**config.mk**
```make
export PLATFORM = sky130hd
export DESIGN_NAME = core_ctrl
export DESIGN_NICKNAME = d
export VERILOG_FILES = /design/src/rtl/core_pkg.sv /design/src/rtl/core_ctrl.sv
export SDC_FILE = /design/constraint.sdc
export NUM_CORES = 1
export LEC_CHECK = 0
export BUFFER_PORTS_ARGS = -buffer_cell sky130_fd_sc_hd__buf_2
export CORE_MARGIN = 1
export CORE_UTILIZATION = 52
export CTS_CLUSTER_DIAMETER = 50
export DETAILED_ROUTE_END_ITERATION = 12
export PLACE_DENSITY = 0.85
export SLEW_MARGIN = 30
export SYNTH_ARGS = -nofsm -noshare
export SYNTH_HDL_FRONTEND = slang
export SYNTH_SLANG_ARGS = --single-unit
```
**constraint.sdc**
```tcl
create_clock -name clk -period 3.7 [get_ports clk]
set_clock_uncertainty 0.2 [all_clocks]
set_input_delay 0.555 -clock clk [delete_from_list [all_inputs] [get_ports clk]]
set_output_delay 0.555 -clock clk [all_outputs]
set_load 0.1 [all_outputs]
```
**src/rtl/core_pkg.sv**
```systemverilog
// core_pkg: shared FSM state encoding and defaults for core_ctrl.
// Imported by core_ctrl.
package core_pkg;

  typedef enum logic [2:0] {
    FETCH_REQ,
    FETCH_WAIT,
    EXEC,
    WB,
    HALT
  } state_t;

  localparam logic [31:0] RESET_PC_DEF = 32'h8000_0000;
  localparam int          CNT_W_DEF    = 64;

endpackage

```
**src/rtl/core_ctrl.sv**
```systemverilog
// core_ctrl: multi-cycle fetch/exec/writeback sequencer for a single-issue core.
// Optional DIFFTEST_EN adds the commit_valid/commit_pc trace port.
module core_ctrl
  import core_pkg::*;
#(
  parameter logic [31:0] RESET_PC = RESET_PC_DEF,
  parameter int          CNT_W    = CNT_W_DEF
) (
  input  logic             clk,
  input  logic             rst,
  output logic             ifetch_req_valid,
  input  logic             ifetch_req_ready,
  output logic [31:0]      ifetch_addr,
  input  logic             ifetch_rsp_valid,
  input  logic [31:0]      ifetch_rsp_data,
  output logic [31:0]      inst_ex,
  output logic [31:0]      pc_ex,
  input  logic [31:0]      dnpc,
  input  logic             reg_wen_ex,
  input  logic             ebreak,
  output logic             reg_wen_commit,
  output logic             halt,
  output logic             trap_misalign,
`ifdef DIFFTEST_EN
  output logic             commit_valid,
  output logic [31:0]      commit_pc,
`endif
  output logic [CNT_W-1:0] inst_cnt
);

  localparam logic [CNT_W-1:0] CNT_ONE =
    {{(CNT_W-1){1'b0}}, 1'b1};

  state_t state;
  state_t state_nxt;
  logic   aligned;

  assign aligned = (dnpc[1:0] == 2'b00);

  always_ff @(posedge clk) begin
    if (rst) state <= FETCH_REQ;
    else     state <= state_nxt;
  end

  always_comb begin
    state_nxt = state;
    unique case (state)
      FETCH_REQ:
        if (ifetch_req_ready) state_nxt = FETCH_WAIT;
      FETCH_WAIT:
        if (ifetch_rsp_valid) state_nxt = EXEC;
      EXEC:
        state_nxt = WB;
      WB:
        if (!aligned || ebreak) state_nxt = HALT;
        else                    state_nxt = FETCH_REQ;
      HALT:
        state_nxt = HALT;
      default:
        state_nxt = FETCH_REQ;
    endcase
  end

  // Outputs are masked while rst is high so a reset held over
  // several cycles never issues a fetch or a write strobe.
  always_comb begin
    ifetch_req_valid = !rst && (state == FETCH_REQ);
    reg_wen_commit   = !rst && (state == WB) && aligned
                       && reg_wen_ex;
    halt             = !rst && (state == HALT);
    ifetch_addr      = pc_ex;
`ifdef DIFFTEST_EN
    commit_valid     = !rst && (state == WB) && aligned;
    commit_pc        = pc_ex;
`endif
  end

  always_ff @(posedge clk) begin
    if (rst) begin
      pc_ex         <= RESET_PC;
      inst_ex       <= 32'h0;
      inst_cnt      <= '0;
      trap_misalign <= 1'b0;
    end else begin
      if (state == FETCH_WAIT && ifetch_rsp_valid)
        inst_ex <= ifetch_rsp_data;
      if (state == WB) begin
        if (aligned) begin
          inst_cnt <= inst_cnt + CNT_ONE;
          if (!ebreak) pc_ex <= dnpc;
        end else begin
          trap_misalign <= 1'b1;
        end
      end
    end
  end

endmodule

```
Word level (Yosys, flattened, before mapping)
Index checks and enable logic that the tools add are counted.

Logic and storage cells: 33. Input bits: 70. Register bits after elaboration: 132. Output and inout port bits: 164.

Reduce and logical (&&, ||, !) cells: 15. Bitwise logic cells: 2. Multiplexer cells: 4. Eq/ne operators: 6. $add $sub $neg: 1.

Operators by type and width (count): adder 64 x 1 -> 64 bit (second input constant) (1); case mux 3 bit (5 select lines) (1); 2-to-1 mux 3 bit (3); equality test 3 x 2 -> 1 bit (second input constant) (2); logical AND 1 bit (6); AND reduction 2 bit (3); != test 2 bit (second input constant) (2); equality test 3 x 1 -> 1 bit (second input constant) (1); equality test 3 bit (second input constant) (1); logical NOT 3 bit (1); AND reduction 3 bit (1); logical NOT 1 bit (2); logical NOT 2 bit (1); inverter 1 bit (2); logical OR 1 bit (1).

Longest topological paths before layout
Gate-level depths: netlist of the first run.

Depth in word-level cells: 5. Gate-level depth with buffers: 8. Mapped depth without buffers: 6.

Worst setup path after synthesis of the first run
OpenSTA, ideal clock, no wires.

Path type: input-to-output. From: input rst. To: output ifetch_req_valid. Path buffers: 2. Cell stages on the path: 3. Arrival time: 3.734 ns. Required time: 2.945 ns. Path slack: -0.789 ns. Path through: clkbuf_1 > clkbuf_1 > nor4_1.

Word-level cells in the longest chain between the ends: 2.

Ends and longest elaborated chain: from (decl) (line core_ctrl.sv:10) `input logic rst,`; logical NOT 1 bit (line core_ctrl.sv:67) `ifetch_req_valid = !rst && (state == FETCH_REQ);`; logical AND 1 bit (line core_ctrl.sv:67); to (decl) (line core_ctrl.sv:11) `output logic ifetch_req_valid,`.

No other way between the ends.

Worst setup path in the final report of the first run
From: register state[0]. To: output reg_wen_commit.

Word-level cells in the longest chain between the ends: 4.

Ends and longest elaborated chain: from (decl) (line core_ctrl.sv:34) `state_t state;`; from (signal assigned) (line core_ctrl.sv:42) `else state <= state_nxt;`; equality test 3 x 2 -> 1 bit (line core_ctrl.sv:68) `reg_wen_commit = !rst && (state == WB) && aligned`; logical AND 1 bit (2 in series) (line core_ctrl.sv:68); logical AND 1 bit (line core_ctrl.sv:69) `&& reg_wen_ex;`; to (decl) (line core_ctrl.sv:21) `output logic reg_wen_commit,`.

No other way between the ends.

==> impl_metrics.json, run 1 <==
{
  "rr_endpoint": "inst_cnt[31]$_SDFFE_PP0P_",
  "wl_per_cell_um": 13.9,
  "die_w_um": 107,
  "track_usage": 0.249,
  "seq_area_frac_synth": 0.461,
  "cp-start-kind": "register",
  "fill_cells": 870,
  "num_rows": 37,
  "multiInputGateArea_sq_um": 2660,
  "cp-startpoint": "state[0]$_SDFFE_PP0P_",
  "dieArea_sq_um": 11400,
  "placed_area_sq_um": 6720,
  "cts_buffers": 17,
  "status": "finished, final reports clean",
  "holdPathEnd": "inst_ex[5]$_SDFFE_PP0P_",
  "path_clk_slew_ns": 0.06,
  "die-height_um": 107,
  "diodes": 0,
  "tightest_slew_ns": 0.644,
  "max_stage_delay_ns": 0.48,
  "htree_levels": 4,
  "grt_overflow": 0,
  "p_leak_nw": 3.02,
  "hpwlAfterDp_mm": 10.1,
  "hp-class": "primary input to register",
  "whs_path_depth": 3,
  "yosysWarnings": 0,
  "core_sq_um": 10500,
  "clkPwrFrac": 0.496,
  "switching_share": 0.254,
  "hp-start": "ifetch_rsp_data[5]",
  "grt_pass1_vias": 4969,
  "cp-end-kind": "output pin",
  "grt_max_degree": 53,
  "cts_resized": 0,
  "vias": 5768,
  "ir_worst_vdd_mv": 0.360,
  "io_pins": 234,
  "area_growth_pct": 27.7,
  "synth_nets": 794,
  "power.switching_mw": 0.860,
  "cap_viol_max_count": 0,
  "firstDrtPassIters": 5,
  "combPwrFrac": 0.075,
  "drt_iter0_markers": 332,
  "final-setup-viol-count": 0,
  "rr_worst_depth": 5,
  "finalCriticalPeriod_ns": 2.95,
  "finalInstanceArea_sq_um": 7320,
  "fmax_mhz": 339,
  "synth_edf_count": 0,
  "final_antenna_net_count": 0,
  "cts_sinks": 132,
  "wl_met1_mm": 5.94,
  "wl_met2_mm": 7.42,
  "worst-r2r-setup-slack_ns": 1.05,
  "portBuffers": 233,
  "internal-power_mw": 2.53,
  "worst-path-buf-inv": 1,
  "top_layer": "met4",
  "clockBufferDepth": 2,
  "syn_avg_cell_area_sq_um": 7.93,
  "via_per_inst": 5.45,
  "tritoncts": "done",
  "grt_pass1_wl_mm": 22.6,
  "critical_path_class": "register to output pin",
  "drc": 0,
  "cp.required_ns": 2.94,
  "floorplan.initialDensity": 0.545,
  "period_share": 0.796,
  "nNetsFinal": 980,
  "slew_viol_final": 0,
  "antenna_found_initial": 0,
  "dr_wl_met3_mm": 1.03,
  "cp_top_family": "simple AND/OR/NAND/NOR gates",
  "reg2reg_from": "inst_cnt[10]$_SDFFE_PP0P_",
  "power_density_nw_per_um2": 463,
  "rsz0062_at_grt": "false",
  "final-seq-area_sq_um": 2640,
  "cp_cell_sequence": "and3b_1 -> nand2_1 -> nor3b_2 -> buf_2",
  "ys.flop_type": "dfxtp_1",
  "seqPwrFrac": 0.428,
  "ys_types": 39,
  "critPathSlowestCell": "dfxtp_1",
  "cp_max_fo": 10,
  "total_power_mw": 3.39,
  "synthesis.area_sq_um": 5730,
  "tns_ns": 0,
  "ctsHoldBuffers": 0,
  "slew_headroom": 0.571,
  "syn_inst": 723,
  "place.gp.congestion": 0.797,
  "synthArstFlopShare": 0,
  "finalHoldViolations": 0,
  "cp_data_arrival_time_ns": 2.19,
  "drive_gt1_frac": 0.308,
  "clock_latency_ns": 0.51,
  "synth-seq-cells": 132,
  "cts_root_buf": "clkbuf_8",
  "post_cts_buffers": 0,
  "totalWireLength_mm": 14.7
}
cell usage after synthesis, types with 2 or more instances:
cell | instances | share of area
nor4_1 | 14 | 0.015
dfxtp_1 | 132 | 0.46
and4_1 | 4 | 0.0061
nand3b_1 | 3 | 0.0039
nand2_1 | 157 | 0.10
or3_1 | 30 | 0.033
buf_4 | 34 | 0.045
o21ai_0 | 29 | 0.025
nand4_1 | 25 | 0.027
nor3b_1 | 4 | 0.0052
xor2_1 | 6 | 0.0092
xnor2_1 | 18 | 0.028
a21oi_1 | 102 | 0.089
or2_2 | 3 | 0.0033
or4_1 | 10 | 0.013
o31ai_1 | 9 | 0.012
clkbuf_1 | 35 | 0.023
nor4_2 | 2 | 0.0044
inv_1 | 10 | 0.0066
nor2_1 | 43 | 0.028
nand3_1 | 22 | 0.019
nor3_1 | 11 | 0.0096
and3_1 | 4 | 0.0044
flip-flops by register name, indices dropped and copies added, names as in the netlist:
| name | count |
|---|---|
| state | 3 |
| ifetch_addr | 32 |
| trap_misalign | 1 |
| inst_cnt | 64 |
| inst_ex | 32 |
cells by family after synthesis:
family | after synthesis | share of synthesized area
compound gates | 144 | 0.132
xor+xnor | 24 | 0.0367
fa+ha+maj | 1 | 0.00218
buf+inv | 82 | 0.0775
flops | 132 | 0.461
simple gates | 340 | 0.290
power by group through the flow:
stage	registers [mW]	logic [mW]	clock network, mW
after floorplan	1.59	0.0824	0
after global placement	1.48	0.255	0
after detailed placement	1.48	0.255	0
after CTS	1.45	0.256	1.71
after global routing	1.45	0.269	1.77
final	1.45	0.255	1.68
metal layers:
layer  vias up  global-route usage
li1       2851                   -
met1      2650               0.274
met2       238               0.446
met3        29              0.0729
met4         0               0.104
met5         -                   0
tightest hold or removal path, delay by kind of cell:
| family | cells | cell delay (ns) |
|---|---|---|
| buffers and inverters | 1 | 0.09 |
| AOI/OAI and AO/OA | 1 | 0.05 |
| and+or+nand+nor | 1 | 0.04 |
metrics by stage:
stage	instances	utilization	hold slack, ns	setup WS [ns]
2_1_floorplan	723	-	0.313	0.393
3_3_place_gp	1026	0.640	0.239	0.952
3_5_place_dp	1026	0.640	0.243	0.927
4_1_cts	1058	0.697	0.0549	0.729
5_1_grt	1058	0.697	0.0627	0.628
6_report	1058	0.697	0.0739	0.754
area by class of cell:
type	count	share of cell area
timing repair buffer	239	0.166
inverter	10	0.00513
tap	136	0.0232
clock inverter	15	0.0250
clock buffer	17	0.0566
sequential	132	0.361
multi-input combinational	509	0.363
placed cells by master (no fill, tap or decap), types with 9 or more instances in the layout:
master	instances
clkbuf_16	16
dfxtp_1	132
nand4_1	25
nor3_1	11
o31ai_1	9
xnor2_1	18
buf_2	232
nand3_1	22
nand2_1	157
o21ai_0	29
nor4_1	13
or3_1	29
inv_1	10
or4_1	10
nor2_1	42
a21oi_1	102
how the worst max path moves through the flow:
stage / endpoint / slack (ns) / cells after the start
after CTS: reg_wen_commit / 0.73 / 4
after floorplan: ifetch_req_valid / 0.39 / 3
after global routing: reg_wen_commit / 0.63 / 4
after detailed placement: inst_cnt[56]$_SDFFE_PP0P_ / 0.93 / 7
final: reg_wen_commit / 0.75 / 4
after global placement: inst_cnt[60]$_SDFFE_PP0P_ / 0.95 / 7
No activity file was read; power rests on OpenSTA's default activity.
==> run 2: changes to the inputs <==
--- a/config.mk
+++ b/config.mk
@@ -5,12 +5,13 @@
 export SDC_FILE = /design/constraint.sdc
 export NUM_CORES = 1
 export LEC_CHECK = 0
+export ABC_AREA = 1
 export BUFFER_PORTS_ARGS = -buffer_cell sky130_fd_sc_hd__buf_2
 export CORE_MARGIN = 1
-export CORE_UTILIZATION = 52
+export CORE_UTILIZATION = 50
 export CTS_CLUSTER_DIAMETER = 50
 export DETAILED_ROUTE_END_ITERATION = 12
-export PLACE_DENSITY = 0.85
+export PLACE_DENSITY = 0.8
 export SLEW_MARGIN = 30
 export SYNTH_ARGS = -nofsm -noshare
 export SYNTH_HDL_FRONTEND = slang
==> constraint.sdc (replaced) <==
create_clock -name clk -period 2.9 [get_ports clk]
set_clock_uncertainty 0.2 [all_clocks]
set_input_delay 0.435 -clock clk [delete_from_list [all_inputs] [get_ports clk]]
set_output_delay 0.435 -clock clk [all_outputs]
set_load 0.1 [all_outputs]
==> impl_metrics.json, run 2 <==
{
  "fin_util": 0.647,
  "dieArea_sq_um": 13400,
  "grt_pass1_vias": 6264,
  "final_antenna_net_count": 0,
  "cp-startpoint": "state[0]$_SDFFE_PP0P_",
  "crit_end": "halt",
  "htree_levels": 4,
  "drc": 0,
  "fill_cells": 1167,
  "setup_slack_ns": 0.495,
  "worst-r2r-setup-slack_ns": 0.76,
  "hold_ws_ns": 0.0296,
  "largest_register_ff_count": 64,
  "antenna_found_initial": 0,
  "grt_max_degree": 116,
  "area_growth_pct": 26.1,
  "grt_overflow": 0,
  "nNetsFinal": 1241,
  "reg2reg_from": "state[0]$_SDFFE_PP0P_",
  "cp_max_fo": 6,
  "die-height_um": 116,
  "track_usage": 0.286,
  "rsz0062_at_grt": "false",
  "synth_common_cells": "nor2_1 (212), nand2_1 (176), dfxtp_1 (132), inv_1 (108), o21ai_0 (80)",
  "synthArstFlopShare": 0,
  "final-setup-viol-count": 0,
  "clockBufferDepth": 2,
  "cts_resized": 0,
  "cp.required_ns": 2.27,
  "cp-start-kind": "register",
  "tritoncts": "done",
  "max_stage_delay_ns": 0.47,
  "place.gp.congestion": 0.944,
  "power_density_nw_per_um2": 579,
  "cts_buffers": 17,
  "cts_root_buf": "clkbuf_16",
  "syn_inst": 976,
  "yosys-top-cells-area": "dfxtp_1 (41%), nor2_1 (12%), nand2_1 (10%), inv_1 (6.3%), o21ai_0 (6.2%)",
  "cap_viol_max_count": 0,
  "grt_use_met3": 0.0915,
  "fmax_mhz": 416,
  "critical_path_class": "register to output pin",
  "critPathSlowestCell": "buf_2",
  "die_w_um": 116,
  "diodes": 0,
  "ys.flop_type": "dfxtp_1",
  "synthesis.area_sq_um": 6470,
  "tns_ns": 0,
  "ys_types": 35,
  "cts_sinks": 132,
  "io_pins": 234,
  "path_clk_slew_ns": 0.06,
  "vias": 6936,
  "portBuffers": 233,
  "yosysTopAreaCell": "dfxtp_1",
  "slew_headroom": 0.366,
  "dp_slack_ns": 0.508,
  "rr_worst_depth": 7,
  "drt_iter0_markers": 466,
  "cp-end-kind": "output pin",
  "hp-class": "primary input to register",
  "worst-path-buf-inv": 2,
  "final_common_cell": "buf_2",
  "via_per_inst": 5.12,
  "totalWireLength_mm": 18.6,
  "tightest_slew_ns": 0.950,
  "finalCriticalPeriod_ns": 2.40,
  "grt_util_met2": 0.481,
  "yosysWarnings": 0,
  "seq_area_frac_synth": 0.408,
  "synth-seq-cells": 132,
  "period_share": 0.829,
  "rr_endpoint": "ifetch_addr[13]$_SDFFE_PP0P_",
  "busiest_layer": "met2",
  "gr-usage-met1": 0.329,
  "synth_nets": 1047,
  "firstDrtPassIters": 5,
  "wl_per_cell_um": 13.7,
  "post_cts_buffers": 0,
  "slew_viol_final": 0,
  "cp_top_family": "buffers and inverters",
  "grt_pass1_wl_mm": 29.6,
  "layout_common_cells": "buf_2 (232), nor2_1 (211), nand2_1 (176), dfxtp_1 (132), inv_1 (107)",
  "regMostFlops": "inst_cnt",
  "synth_top_area_share": 0.408,
  "floorplan.initialDensity": 0.513,
  "ctsHoldBuffers": 0,
  "finalHoldViolations": 0,
  "whs_path_depth": 3,
  "syn_avg_cell_area_sq_um": 6.63,
  "cp_cell_sequence": "nor2_1 -> inv_1 -> nor3_1 -> buf_2",
  "crit_cells": 4,
  "status": "finished, final reports clean",
  "num_rows": 41,
  "drive_gt1_frac": 0.251,
  "ir_worst_vdd_mv": 0.569,
  "synth_edf_count": 0,
  "yosysMostFrequentCell": "nor2_1",
  "p_leak_nw": 3.69,
  "clock_latency_ns": 0.42,
  "hpwlAfterDp_mm": 13.4,
  "total_power_mw": 4.72,
  "cp_data_arrival_time_ns": 1.77,
  "core_sq_um": 12600
}
-- run 2: cell types whose count changed in the layout (fill, tap and decap cells not counted), moves of 29 or more --
cell / previous run / this run
o21ai_0: 29 / 80
nor2_1: 42 / 211
nand3_1: 22 / 62
inv_1: 10 / 107
a21oi_1: 102 / 64
or3_1: 29 / 0
-- run 2: cell type report --
cell class                      instances  area (sq um)  area share
Inverter                              108           405      0.0497
Timing Repair Buffer                  235          1210       0.148
Sequential cell                       132          2640       0.324
Multi-Input combinational cell        676          3080       0.377
Clock buffer                           20           457      0.0559
Clock inverter                         11           154      0.0189
Tap cell                              172           215      0.0264
-- run 2: per-stage QoR --
step,std cells,instance area [sq um]
after global placement,1323,7550
after floorplan,976,6470
after CTS,1354,8160
after global routing,1354,8160
final,1354,8160
after detailed placement,1323,7550
-- run 2: cells by family after synthesis --
family / synth area share
AOI/OAI and AO/OA: 0.118
buffers and inverters: 0.118
DFF: 0.408
xor gates and xnor gates: 0.00406
and+or+nand+nor: 0.350
adders and majority gates: 0.00193
-- run 2: metal layers --
layer | routed length (um) | vias to the layer above
met1 | 7410 | 3089
met5 | 0 | -
met3 | 1620 | 61
li1 | - | 3467
met2 | 8850 | 319
met4 | 708 | 0
-- run 2: how the worst min path moves through the flow --
stage                                   startpoint                      endpoint  slack, ns
final                                     dnpc[17]  ifetch_addr[17]$_SDFFE_PP0P_       0.03
after CTS                                 dnpc[21]  ifetch_addr[21]$_SDFFE_PP0P_       0.02
after global placement    inst_ex[18]$_SDFFE_PP0P_      inst_ex[18]$_SDFFE_PP0P_       0.23
after global routing                      dnpc[28]  ifetch_addr[28]$_SDFFE_PP0P_       0.02
after floorplan                           dnpc[31]  ifetch_addr[31]$_SDFFE_PP1P_       0.36
after detailed placement  inst_ex[25]$_SDFFE_PP0P_      inst_ex[25]$_SDFFE_PP0P_       0.24
-- run 2: power by group --
part	total (mW)	internal [mW]	switching, mW
sequential	1.89	1.86	0.0303
clock	2.21	1.40	0.814
combinational	0.620	0.112	0.508
-- run 2: tightest hold or removal path, cell delays in order --
cell and delay (ns):
buf_2 0.07, nor2_1 0.03, nor2_1 0.08
